### config.mk
export PLATFORM = sky130hd
export DESIGN_NAME = reg_file_mp_flat
export DESIGN_NICKNAME = d
export VERILOG_FILES = /design/src/rtl/reg_file_mp_pkg.sv /design/src/rtl/reg_file_mp_if.sv /design/src/rtl/reg_file_mp_scoreboard.sv /design/src/rtl/reg_file_mp.sv /design/src/flat_wrapper.sv
export SDC_FILE = /design/constraint.sdc
export NUM_CORES = 2
export LEC_CHECK = 0
export CELL_PAD_IN_SITES_DETAIL_PLACEMENT = 1
export CELL_PAD_IN_SITES_GLOBAL_PLACEMENT = 1
export CORE_MARGIN = 2
export CORE_UTILIZATION = 59
export CTS_BUF_LIST = sky130_fd_sc_hd__clkbuf_4 sky130_fd_sc_hd__clkbuf_8
export CTS_CLUSTER_SIZE = 24
export DETAILED_ROUTE_END_ITERATION = 12
export PLACE_DENSITY = 0.95
export SLEW_MARGIN = 20
export SYNTH_ARGS = -nofsm -noshare
export SYNTH_HDL_FRONTEND = slang
export SYNTH_SLANG_ARGS = --single-unit
### constraint.sdc
create_clock -name CLK -period 4.42 [get_ports CLK]
set_input_delay 0.663 -clock CLK [delete_from_list [all_inputs] [get_ports CLK]]
set_output_delay 0.663 -clock CLK [all_outputs]
set_load 0.005 [all_outputs]
### src/rtl/reg_file_mp_pkg.sv
// rtl/reg_file_mp_pkg.sv - shared types, constants and bypass-match helper for the ARK register file
package ark_rf_pkg;

    // Number of write ports
    localparam int NWP = 2;

    // Widest address the match helper accepts; callers zero-extend into it
    localparam int MAX_D = 16;

    // Default datapath geometry
    localparam int DEF_W = 32;
    localparam int DEF_D = 5;

    typedef logic [DEF_D-1:0] addr_t;
    typedef logic [DEF_W-1:0] word_t;
    typedef logic [MAX_D-1:0] addr_ext_t;

    // True when an enabled write port targets the read address; register 0
    // never forwards when it is hard-wired to zero
    function automatic logic rf_match(input logic en, input addr_ext_t waddr,
                                      input addr_ext_t raddr, input logic zero_en);
        return en && (waddr == raddr) && !(zero_en && (raddr == '0));
    endfunction

endpackage

### src/rtl/reg_file_mp_if.sv
// rtl/reg_file_mp_if.sv - decode/writeback bus for the multi-port register file
interface reg_file_mp_if
    import ark_rf_pkg::*;
#(
    parameter int W  = 32,
    parameter int D  = 5,
    parameter int NR = 3
);
    logic [NWP-1:0]         RegWrite;
    logic [NWP-1:0][D-1:0]  writeReg;
    logic [NWP-1:0][W-1:0]  writeValue;
    logic [NR-1:0][D-1:0]   srcReg;
    logic [NR-1:0][W-1:0]   ReadData;
    logic [NR-1:0]          ReadBusy;
    logic                   MarkBusy;
    logic [D-1:0]           markReg;

    modport master (
        output RegWrite, writeReg, writeValue, srcReg, MarkBusy, markReg,
        input  ReadData, ReadBusy
    );

    modport slave (
        input  RegWrite, writeReg, writeValue, srcReg, MarkBusy, markReg,
        output ReadData, ReadBusy
    );
endinterface

### src/rtl/reg_file_mp_scoreboard.sv
// rtl/reg_file_mp_scoreboard.sv - per-register busy bits tracking outstanding writebacks
module rf_scoreboard
    import ark_rf_pkg::*;
#(
    parameter int D        = 5,
    parameter int NR       = 3,
    parameter int ZERO_REG = 1
) (
    input  logic                   clk,
    input  logic                   resetn,
    input  logic [NWP-1:0]         clr_en,
    input  logic [NWP-1:0][D-1:0]  clr_addr,
    input  logic                   mark,
    input  logic [D-1:0]           mark_addr,
    input  logic [NR-1:0][D-1:0]   rd_addr,
    output logic [NR-1:0]          rd_busy
);
    localparam int   DEPTH   = 1 << D;
    localparam logic ZERO_EN = (ZERO_REG != 0);

    logic [DEPTH-1:0] busy;
    logic [DEPTH-1:0] busy_next;

    // Writebacks retire their register first, then a new mark re-arms it so
    // a fresh producer supersedes the one completing on the same edge
    always_comb begin
        busy_next = busy;
        for (int p = 0; p < NWP; p++) begin
            if (clr_en[p]) begin
                busy_next[clr_addr[p]] = 1'b0;
            end
        end
        if (mark && !(ZERO_EN && (mark_addr == '0))) begin
            busy_next[mark_addr] = 1'b1;
        end
    end

    // Busy vector register
    always_ff @(posedge clk) begin
        if (!resetn) begin
            busy <= '0;
        end else begin
            busy <= busy_next;
        end
    end

    // Lookups report registered state only; held low while in reset
    always_comb begin
        rd_busy = '0;
        for (int i = 0; i < NR; i++) begin
            rd_busy[i] = resetn & busy[rd_addr[i]];
        end
    end

endmodule

### src/rtl/reg_file_mp.sv
// rtl/reg_file_mp.sv - NR-read / 2-write register file with bypass, zero register and busy scoreboard
module reg_file_mp
    import ark_rf_pkg::*;
#(
    parameter int W        = 32,
    parameter int D        = 5,
    parameter int NR       = 3,
    parameter int BYPASS   = 1,
    parameter int ZERO_REG = 1
) (
    input  logic          CLK,
    input  logic          RSTn,
    reg_file_mp_if.slave  bus
);
    localparam int   DEPTH   = 1 << D;
    localparam logic ZERO_EN = (ZERO_REG != 0);
    localparam logic BYP_EN  = (BYPASS != 0);

    logic [W-1:0] regs [DEPTH];

    // Storage: ports applied in index order so port 1 wins a collision
    always_ff @(posedge CLK) begin
        if (!RSTn) begin
            for (int r = 0; r < DEPTH; r++) begin
                regs[r] <= '0;
            end
        end else begin
            for (int p = 0; p < NWP; p++) begin
                if (bus.RegWrite[p] && !(ZERO_EN && (bus.writeReg[p] == '0))) begin
                    regs[bus.writeReg[p]] <= bus.writeValue[p];
                end
            end
        end
    end

    // Read mux: array, then same-cycle forwarding (port 1 last), then zero override
    always_comb begin
        bus.ReadData = '0;
        for (int i = 0; i < NR; i++) begin
            bus.ReadData[i] = regs[bus.srcReg[i]];
            if (BYP_EN && RSTn) begin
                for (int p = 0; p < NWP; p++) begin
                    if (rf_match(bus.RegWrite[p], addr_ext_t'(bus.writeReg[p]),
                                 addr_ext_t'(bus.srcReg[i]), ZERO_EN)) begin
                        bus.ReadData[i] = bus.writeValue[p];
                    end
                end
            end
            if (ZERO_EN && (bus.srcReg[i] == '0)) begin
                bus.ReadData[i] = '0;
            end
        end
    end

    rf_scoreboard #(
        .D        (D),
        .NR       (NR),
        .ZERO_REG (ZERO_REG)
    ) u_scoreboard (
        .clk       (CLK),
        .resetn    (RSTn),
        .clr_en    (bus.RegWrite),
        .clr_addr  (bus.writeReg),
        .mark      (bus.MarkBusy),
        .mark_addr (bus.markReg),
        .rd_addr   (bus.srcReg),
        .rd_busy   (bus.ReadBusy)
    );

endmodule

### src/flat_wrapper.sv
// flat-port wrapper written by rule: the top's interface ports become plain ports
module reg_file_mp_flat import ark_rf_pkg::*;
#(
    parameter int W        = 32,
    parameter int D        = 5,
    parameter int NR       = 3,
    parameter int BYPASS   = 1,
    parameter int ZERO_REG = 1
)
  (CLK, RSTn, bus_RegWrite, bus_writeReg, bus_writeValue, bus_srcReg, bus_MarkBusy, bus_markReg, bus_ReadData, bus_ReadBusy);
  reg_file_mp_if #(.W(W), .D(D), .NR(NR)) bus_i ();
  input  logic CLK;
  input  logic RSTn;
  input wire logic [$bits(bus_i.RegWrite)-1:0] bus_RegWrite;
  input wire logic [$bits(bus_i.writeReg)-1:0] bus_writeReg;
  input wire logic [$bits(bus_i.writeValue)-1:0] bus_writeValue;
  input wire logic [$bits(bus_i.srcReg)-1:0] bus_srcReg;
  input wire logic [$bits(bus_i.MarkBusy)-1:0] bus_MarkBusy;
  input wire logic [$bits(bus_i.markReg)-1:0] bus_markReg;
  output wire logic [$bits(bus_i.ReadData)-1:0] bus_ReadData;
  output wire logic [$bits(bus_i.ReadBusy)-1:0] bus_ReadBusy;
  assign bus_i.RegWrite = bus_RegWrite;
  assign bus_i.writeReg = bus_writeReg;
  assign bus_i.writeValue = bus_writeValue;
  assign bus_i.srcReg = bus_srcReg;
  assign bus_i.MarkBusy = bus_MarkBusy;
  assign bus_i.markReg = bus_markReg;
  assign bus_ReadData = bus_i.ReadData;
  assign bus_ReadBusy = bus_i.ReadBusy;
  reg_file_mp #(.W(W), .D(D), .NR(NR), .BYPASS(BYPASS), .ZERO_REG(ZERO_REG)) u_core (.CLK(CLK), .RSTn(RSTn), .bus(bus_i));
endmodule
==> out/qor.yml, run 1 <==
error_line: "[ERROR GRT-0232] Routing congestion too high. Check the congestion heatmap in the GUI."
die-width_um: 349
grt_overflow: 277
ys_warn_count: 0
ys_ff_latch: 1056
rows: 126
synth-simple-area-share: 0.0370
synth_top_area_frac: 0.439
synth_edf_count: 1024
synth_xor_area_frac: 0.00375
die_h_um: 349
grt_max_degree: 75
cts_buffer_depth: 3
synth_fa_ha_area_frac: 0
yosysTopAreaCell: "edfxtp_1"
synth_top_flop_cell: "edfxtp_1"
port_buffers: 197
syn_area_um2: 70100
clockRootBuffer: "clkbuf_8"
synth.area.mux_share: 0.273
holdBufCountCts: 0
haltStage: "global routing"
synth_cell_type_count: 50
yosysSeqAreaShare: 0.448
clkSinkCount: 1056
run_status: "stopped before the end"
globalplace.congestion: 1.06
start_util: 0.594
htree_num_levels: 4
track_usage: 0.854
ys_top_cells_by_area: "edfxtp_1 44%, mux4_2 25%, a22o_1 13%"
syn_inst: 4934
async_flop_share: 0
ios: 198
synth_top_family_by_area: "multiplexers"
synth.avg_cell_area_um2: 14.2
synth_compound_area_frac: 0.191
hpwl_mm: 233
cts-buffers-inserted: 178
## layer usage
metal  overflow  GRT usage
met1         16      0.844
met2        104      0.931
met3         25      0.812
met4        129      0.809
met5          3      0.721
## through the flow
step | cell area, um^2 | cells | TNS [ns] | worst slack [ns]
3_5_place_dp | 76600 | 6399 | -6.89 | -0.314
3_3_place_gp | 76600 | 6399 | -0.310 | -0.193
2_1_floorplan | 70200 | 4965 | 0 | 1.22
4_1_cts | 80300 | 6721 | 0 | 0.00833
## synthesized netlist by cell type (2+ instances only)
master	n
nand4_1	8
o22ai_1	79
nand2b_1	7
a22oi_1	276
inv_1	35
nor3_2	3
o211ai_4	2
and4_1	45
nor3b_2	2
nor2b_1	13
or3_4	2
o221ai_1	17
o32ai_2	5
dfxtp_1	32
nor3b_1	14
nand4b_1	3
and3_1	9
xor2_1	3
o32ai_1	46
nor2_1	121
mux4_2	764
buf_6	5
and3b_1	9
a22o_1	1043
nand3b_1	31
or3_1	5
a211oi_1	34
and2_1	8
xnor2_1	27
clkbuf_1	521
o21ai_1	3
buf_2	177
a31oi_1	96
mux2i_1	37
nand2_1	81
mux2_2	136
o22a_1	17
buf_1	72
or2_1	4
nor3_1	107
buf_4	3
edfxtp_1	1024
## what timing repair did
item	4_1_cts
gates resized for setup	47
cloned	1
buffers inserted	2
pin swaps	4
setup endpoints to repair	85
## kinds of logic after synthesis
family                    count (synthesis)
and+or+nand+nor                         477
xor gates and xnor gates                 30
other                                     1
AOI/OAI and AO/OA                      1620
buffers and inverters                   813
DFF                                    1056
muxes                                   937
==> inputs of run 2 (changes only) <==
- CELL_PAD_IN_SITES_DETAIL_PLACEMENT: 1 -> default
- CELL_PAD_IN_SITES_GLOBAL_PLACEMENT: 1 -> default
- CORE_UTILIZATION: 59 -> 40
- CTS_BUF_LIST: sky130_fd_sc_hd__clkbuf_4 sky130_fd_sc_hd__clkbuf_8 -> default
- CTS_CLUSTER_SIZE: 24 -> default
- PLACE_DENSITY: 0.95 -> default
- PLACE_DENSITY_LB_ADDON: default -> 0.15
==> out/qor.yml, run 2 <==
drt_wl_total_mm: 348
layout_commonest_cell: "a22o_1"
worstHoldStart: "RSTn"
cts_buffer_depth: 3  # unchanged
p_leak_uw: 0.0272
skew_ns: 0
drcViolationCount: 0
ys_ff_latch: 1056  # unchanged
drive_above_1_share: 0.347
clockRootBuffer: "clkbuf_16"
reg2reg_slack_ns: 3.69
grt_overflow: 0
syn_inst: 4934  # unchanged
rsz0062_at_grt: "no"
ant_nets: 0
largest_reg_flops: 1024
cts_setup_buffers: 0  # -2
hpwl_mm: 218  # -6.4%
violations: "setup timing"
top_regs: "u_core.regs x1024, u_core.u_scoreboard.busy x32"
drtPass1Iterations: 6
max_slew_margin: 0.174
area_growth_pct: 18.3
gr-usage-met2: 0.555
rr_endpoint: "u_core.u_scoreboard.busy[0]"
ys_top_cells_by_area: "edfxtp_1 44%, mux4_2 25%, a22o_1 13%"
htree_num_levels: 4  # unchanged
cts_tree: "yes"
cp_max_fo: 16
yosysSeqAreaShare: 0.448  # unchanged
grt-busiest-layer: "met2"
tns_ns: -0.142
hold_path_class: "primary input to flip-flop"
hold_viol: 0
timing.max_cap.violations: 0
grt_max_degree: 67
fmax_mhz: 223
nNetsFinal: 5185
endpoint_kind: "primary output"
powerDensity_nw_per_um2: 346
ios: 198  # unchanged
crit_required_ns: 3.76
track_usage: 0.380
worstPathArrival_ns: 3.82
vias: 58100
initialDrtViolationCount: 9541
port_buffers: 197  # unchanged
final_cell_mix: "1043 x a22o_1, 1024 x edfxtp_1, 764 x mux4_2"
clkSinkCount: 1056  # unchanged
syn_area_um2: 70100  # unchanged
ys_warn_count: 0  # unchanged
min_to: "u_core.u_scoreboard.busy[0]"
tightest_slew_ns: 1.24
yosysTopAreaCell: "edfxtp_1"
clk_latency_ns: 0.78
synth.avg_cell_area_um2: 14.2  # unchanged
rows: 153  # +21%
die-width_um: 423  # +21%
whs_path_depth: 4
crit-reg2reg-launch: "u_core.u_scoreboard.busy[0]"
slew_viol_final: 0
grt_pass1_wl_mm: 468
critPathKind: "primary input to primary output"
run_status: "complete, but fails checks"
grt_pass1_vias: 56000
irDropWorstVdd_uv: 413
async_flop_share: 0  # unchanged
fin_crit_ns: 4.48
ys_top_cells_by_count: "1043 x a22o_1, 1024 x edfxtp_1, 764 x mux4_2, 521 x clkbuf_1, 276 x a22oi_1"
synth_cell_type_count: 50  # unchanged
synth_top_area_frac: 0.439  # unchanged
start_kind: "primary input"
worst_slack_ns: -0.0624
total_power_uw: 28700
start_util: 0.403  # -0.192
wl_per_cell_um: 46.2
dieArea_um2: 179000
yosysMostFrequentCell: "a22o_1"
clk_pin_slew_worst_paths_ns: 0.06
min_period_over_period: 1.01
largest-register: "u_core.regs"
placeableCoreArea_um2: 174000
synth_top_flop_cell: "edfxtp_1"
holdBufCountCts: 0  # unchanged
use_met1: 0.484
antenna_found_initial: 31
holdWs_ns: 0.427
r2r_cells: 2
viasPerCell: 7.73
gr-usage-met3: 0.136
synth_edf_count: 1024  # unchanged
die_h_um: 423  # +21%
setup_viol: 5
cts-buffers-inserted: 132  # -26%
globalplace.congestion: 0.991  # -6.5%
[run 2: cell counts after synthesis]
Identical to the previous run, type by type.
[run 2: cells by family after synthesis]
family,synth area share
xor gates and xnor gates,0.00375
and+or+nand+nor,0.0370
AOI/OAI and AO/OA,0.191
other,0.0000535
muxes,0.273
DFF,0.448
buffers and inverters,0.0474
[run 2: area by class of cell]
type                    count  area, um^2
fillers                 15000       91100
multi-input cells        3096       36400
flip-flops and latches   1056       31400
repair buffers            765        7860
clock buffers             175        3600
well taps                2325        2910
clock inverters            56         634
inverters                  35         133
diodes                     12        30.0
[run 2: power breakdown]
| part | internal [uW] | switching [uW] |
|---|---|---|
| logic | 2470 | 3270 |
| registers | 11600 | 410 |
| clock network | 6430 | 4550 |
[run 2: routing by layer]
layer,up-vias,wire [um]
li1,21600,-
met1,30100,124000
met2,5201,150000
met3,1211,48800
met4,24,24500
met5,-,169
[run 2: timing repair]
action	4_1_cts	5_1_grt
pin swaps	1	0
setup endpoints to repair	23	28
gates resized for setup	23	21
gates cloned	0	0
[run 2: per-stage QoR]
stage	area, um^2	instances	util	setup WS [ns]
after floorplan	70200	4965	-	1.22
after global placement	78400	7277	0.450	-0.400
after detailed placement	78400	7277	0.450	-0.388
after CTS	82800	7508	0.476	-0.0148
after global routing	82900	7509	0.476	0.00392
final	82900	7520	0.476	-0.0624
[run 2: worst max-delay path by stage]
stage	start	to	slack, ns	cells past startpoint
2_1_floorplan	bus_writeReg[9]	u_core.regs[16][0]	1.22	6
3_3_place_gp	bus_writeReg[7]	bus_ReadData[70]	-0.40	9
3_5_place_dp	bus_writeReg[7]	bus_ReadData[70]	-0.39	9
4_1_cts	bus_srcReg[3]	bus_ReadData[1]	-0.01	9
5_1_grt	bus_srcReg[9]	bus_ReadData[37]	0.004	11
6_report	bus_srcReg[8]	bus_ReadData[38]	-0.06	9
[run 2: worst max-delay path: stages]
cell,delay [ns]
clkdlybuf4s50_1,0.48
buf_4,0.26
nor2_1,0.19
nand2_1,0.14
buf_4,0.45
o221ai_1,0.46
o32ai_1,0.41
buf_4,0.22
clkdlybuf4s50_1,0.50
Power figures use the tool's default switching activity.
